**src/rtl/serial_subtractor_16bits.sv**
```systemverilog
// Digit-serial subtractor D = A - B: one DIGIT_W-bit slice of A + ~B + 1 per cycle, LSB first.
// Start is sampled in IDLE/DONE, done pulses N=WIDTH/DIGIT_W cycles later, and results hold until the next completion.
module serial_subtractor_16bits #(
  parameter int WIDTH   = 16,
  parameter int DIGIT_W = 1
) (
  input  logic             clk,
  input  logic             rst,
  input  logic             start,
  input  logic [WIDTH-1:0] A,
  input  logic [WIDTH-1:0] B,
  output logic             busy,
  output logic             done,
  output logic [WIDTH-1:0] D,
  output logic             Bout,
  output logic             V,
  output logic             Z
);

  localparam int N     = WIDTH / DIGIT_W;
  localparam int CNT_W = (N > 1) ? $clog2(N) : 1;

  typedef enum logic [1:0] {IDLE, RUN, DONE} state_t;

  state_t             state_q, state_d;
  logic [WIDTH-1:0]   a_sh_q, a_sh_d;
  logic [WIDTH-1:0]   b_sh_q, b_sh_d;
  logic [WIDTH-1:0]   res_q, res_d;
  logic               carry_q, carry_d;
  logic [CNT_W-1:0]   cnt_q, cnt_d;
  logic               a_msb_q, a_msb_d;
  logic               b_msb_q, b_msb_d;
  logic [WIDTH-1:0]   d_q, d_d;
  logic               bout_q, bout_d;
  logic               v_q, v_d;
  logic               z_q, z_d;

  logic [DIGIT_W:0]   sum;
  logic [WIDTH-1:0]   res_shift;
  logic               last;

  // The only carry chain in the design: a single DIGIT_W-bit slice.
  assign sum       = {1'b0, a_sh_q[DIGIT_W-1:0]} + {1'b0, b_sh_q[DIGIT_W-1:0]}
                   + {{DIGIT_W{1'b0}}, carry_q};
  assign res_shift = WIDTH'({sum[DIGIT_W-1:0], res_q} >> DIGIT_W);
  assign last      = (cnt_q == CNT_W'(N - 1));

  always_comb begin
    state_d = state_q;
    a_sh_d  = a_sh_q;
    b_sh_d  = b_sh_q;
    res_d   = res_q;
    carry_d = carry_q;
    cnt_d   = cnt_q;
    a_msb_d = a_msb_q;
    b_msb_d = b_msb_q;
    d_d     = d_q;
    bout_d  = bout_q;
    v_d     = v_q;
    z_d     = z_q;

    case (state_q)
      IDLE, DONE: begin
        if (start) begin
          a_sh_d  = A;
          b_sh_d  = ~B;
          carry_d = 1'b1;
          cnt_d   = '0;
          a_msb_d = A[WIDTH-1];
          b_msb_d = B[WIDTH-1];
          state_d = RUN;
        end else begin
          state_d = IDLE;
        end
      end
      RUN: begin
        res_d   = res_shift;
        a_sh_d  = a_sh_q >> DIGIT_W;
        b_sh_d  = b_sh_q >> DIGIT_W;
        carry_d = sum[DIGIT_W];
        cnt_d   = cnt_q + CNT_W'(1);
        if (last) begin
          // Flags come from the final slice so they land on the same edge as D.
          state_d = DONE;
          d_d     = res_shift;
          bout_d  = ~sum[DIGIT_W];
          v_d     = (a_msb_q ^ b_msb_q) & (res_shift[WIDTH-1] ^ a_msb_q);
          z_d     = (res_shift == '0);
        end
      end
      default: state_d = IDLE;
    endcase
  end

  always_ff @(posedge clk) begin
    if (rst) begin
      state_q <= IDLE;
      a_sh_q  <= '0;
      b_sh_q  <= '0;
      res_q   <= '0;
      carry_q <= 1'b0;
      cnt_q   <= '0;
      a_msb_q <= 1'b0;
      b_msb_q <= 1'b0;
      d_q     <= '0;
      bout_q  <= 1'b0;
      v_q     <= 1'b0;
      z_q     <= 1'b0;
    end else begin
      state_q <= state_d;
      a_sh_q  <= a_sh_d;
      b_sh_q  <= b_sh_d;
      res_q   <= res_d;
      carry_q <= carry_d;
      cnt_q   <= cnt_d;
      a_msb_q <= a_msb_d;
      b_msb_q <= b_msb_d;
      d_q     <= d_d;
      bout_q  <= bout_d;
      v_q     <= v_d;
      z_q     <= z_d;
    end
  end

  assign busy = (state_q == RUN);
  assign done = (state_q == DONE);
  assign D    = d_q;
  assign Bout = bout_q;
  assign V    = v_q;
  assign Z    = z_q;

endmodule
```
**config.mk**
```make
export PLATFORM = sky130hd
export DESIGN_NAME = serial_subtractor_16bits
export DESIGN_NICKNAME = d
export VERILOG_FILES = /design/src/rtl/serial_subtractor_16bits.sv
export SDC_FILE = /design/constraint.sdc
export NUM_CORES = 1
export LEC_CHECK = 0
export BUFFER_PORTS_ARGS = -buffer_cell sky130_fd_sc_hd__clkbuf_2
export CORE_MARGIN = 3
export CORE_UTILIZATION = 55
export CTS_CLUSTER_DIAMETER = 60
export DETAILED_ROUTE_END_ITERATION = 12
export GPL_TIMING_DRIVEN = 0
export PLACE_DENSITY = 0.79
export SYNTH_ARGS = -nofsm -noshare
export SYNTH_HDL_FRONTEND = slang
export SYNTH_SLANG_ARGS = --single-unit
```
**constraint.sdc**
```tcl
create_clock -name clk -period 3.43 [get_ports clk]
set_input_delay 0.1715 -clock clk [delete_from_list [all_inputs] [get_ports clk]]
set_output_delay 0.1715 -clock clk [all_outputs]
set_load 0.05 [all_outputs]
```
==> reports/metrics.csv <==
stage;metric;value;unit
worst_hold_path;hold_path.class;input port to flip-flop;
floorplan;dieArea;0.00623;mm^2
global_route;use_met1;27.8;%
worst_setup_path;cp.required;3.26;ns
logic_synthesis;synth_top_cell_by_area;dfxtp_1;
global_route;grt.busiest_layer;met2;
logic_synthesis;ys_seq_area_share;51.3;%
global_route;grt_overflow;0;
clock_tree;root_buffer;clkbuf_8;
clock_tree;clk_path_buf_depth;2;
floorplan;io_pins;56;
worst_setup_path;cp.arrival;1.62;ns
timing;timing.slew.headroom;52.7;%
layout;drive_above_1_share;26.9;%
global_route;grt_pass1_wl;10600;um
placed_design;port_buffers;54;
detailed_routing;via_count;2509;
timing;fin_skew;0.00680;ns
placed_design;post_dp_cell_area;0.00328;mm^2
clock_tree;cts_tree;yes;
detailed_routing;via_per_inst;5.27;
status;status;finished, final reports clean;
detailed_routing;drc_errors;0;
logic_synthesis;synth_cells;339;
placed_design;place_congestion;0.835;
detailed_routing;first_iter_violations;152;
logic_synthesis;ys_ff_latch;75;
floorplan;initial_core_util;59.2;%
logic_synthesis;synth.cell_area;0.00293;mm^2
floorplan;fp.dieW;79.0;um
clock_tree;clock_insertion_delay_worst_skew;0.34;ns
timing;hold_violations;0;
logic_synthesis;yosys_warnings;0;
clock_tree;numCtsBuffers;9;
global_route;grt_use_total;21.1;%
timing;tightest_slew;0.709;ns
global_route;gr-usage-met2;33.7;%
clock_tree;htree_levels;3;
timing;hold_ws;0.0676;ns
power_and_ir_drop;power.density;544;mW/mm^2
layout;syn2layout_area_growth;20.3;%
logic_synthesis;avgSynthCellArea;8.64;um^2
global_route;grt_pass1_vias;2346;
detailed_routing;route.antenna.remaining_nets;0;
detailed_routing;wl;6070;um
clock_tree;post_cts_resized;0;
timing;setup_viol;0;
logic_synthesis;synth_top_cell_area_share;51.3;%
layout;antenna_cells;0;
layout;finalInstanceArea;0.00352;mm^2
floorplan;die_height;79.0;um
worst_setup_path;crit_path_end_kind;primary output;
run;drv_cap;0;
floorplan;fp-row-count;25;
logic_synthesis;synth.distinct_cells;32;
timing;final_max_slew_viol_count;0;
logic_synthesis;synth_area_leaders;dfxtp_1 (51%), nand2_1 (9.4%), a21oi_1 (7.5%);
clock_tree;path_clk_slew;0.07;ns
layout;layout.nets;441;
timing;grt_setup_unrepaired;false;
global_route;grt_max_degree;13;
floorplan;core;0.00494;mm^2
layout;layout_commonest_cell;dfxtp_1;
timing;timing.final.crit_period;1.79;ns
layout;final_cell_mix;dfxtp_1 (75), nand2_1 (73), clkbuf_2 (54), a21oi_1 (44), nor2_1 (42);
worst_setup_path;crit_fanout;10;
power_and_ir_drop;irDropWorstVdd;0.365;mV
timing;timing.fmax;558;MHz
placed_design;hpwl;4280;um
worst_setup_path;crit_type;flip-flop to primary output;
detailed_routing;drtPass1Iterations;4;
detailed_routing;wl_per_cell;12.8;um
clock_tree;cts_hold_buf;0;
global_route;antenna_found_initial;0;
clock_tree;postCtsSetupRepairBufs;0;
logic_synthesis;syn_nets;376;
power_and_ir_drop;power.leakage;1.37;nW
worst_setup_path;cp-start-kind;flip-flop;
timing;period_share;52.3;%
global_route;grt_use_met3;4.08;%
clock_tree;cts.sinks;75;
timing;setup-tns-final;0;ns
worst max-delay path: stages, from the launching register on:
cell	delay (ns)
dfxtp_1	0.41
nand2b_1	0.09
buf_6	0.15
inv_6	0.09
buf_2	0.22
clkbuf_2	0.32
final timing paths:
check                  start       to  slack, ns  depth (start not counted)
hold / removal         B[15]  b_msb_q       0.07                          3
hold reg to reg            Z        Z       0.46                          2
setup reg to reg   a_sh_q[0]        V       1.67                          4
setup / recovery  state_q[0]     busy       1.64                          5
sequential cells by signal (all words and copies together), names as in the netlist:
register,flops
Bout,1
D,16
V,1
Z,1
a_msb_q,1
a_sh_q,16
b_msb_q,1
b_sh_q,16
carry_q,1
cnt_q,4
res_q,15
state_q,2
power by group:
| part | switching [mW] | leakage (nW) | internal (mW) | total [mW] |
|---|---|---|---|---|
| Clock | 0.314 | 0.123 | 0.501 | 0.815 |
| Sequential | 0.0194 | 0.611 | 0.904 | 0.923 |
| Combinational | 0.107 | 0.636 | 0.0706 | 0.178 |
synth_stat cells (all sizes together):
cell type,number
nand2,82
dfxtp,75
a21oi,53
nor2,45
buf,19
a221oi,16
a22oi,16
clkbuf,7
inv,4
nor4,3
a211oi,2
nand2b,2
nand3b,2
nand4,2
nor2b,2
a311oi,1
and4b,1
fa,1
ha,1
mux2,1
nand3,1
o21ai,1
or2,1
or3b,1
cells by family (layout without fill, tap and decap cells):
family / Yosys count / count (layout) / share of synthesized area, %
and+or+nand+nor: 142 / 142 / 21.2
AOI/OAI and AO/OA: 89 / 89 / 20.1
DFF: 75 / 75 / 51.3
buffers and inverters: 30 / 100 / 5.90
adders and majority gates: 2 / 2 / 1.11
muxes: 1 / 1 / 0.385
metrics by stage:
stage / power [mW] / std cells / utilization, % / setup slack [ns]
2_1_floorplan: 1.06 / 339 / - / 1.78
3_3_place_gp: 1.12 / 460 / 66.4 / 1.71
3_5_place_dp: 1.12 / 460 / 66.4 / 1.67
4_1_cts: 1.92 / 476 / 71.3 / 1.63
5_1_grt: 1.98 / 476 / 71.3 / 1.57
6_report: 1.92 / 476 / 71.3 / 1.64
area by class of cell:
cell class                      instances  area [um^2]
Sequential cell                        75         1500
Fill cell                             419         1420
Multi-Input combinational cell        234         1250
Timing Repair Buffer                   54          270
Buffer                                 26          153
Clock buffer                           11          141
Clock inverter                          5          100
Tap cell                               67         83.8
Inverter                                4         20.0
layer usage:
layer	part of all wire [%]	up-vias
met4	1.5	0
li1	-	1289
met1	47	1145
met3	5.1	9
met5	0	-
met2	47	66
Note: power is estimated with default switching activity, not from simulation.
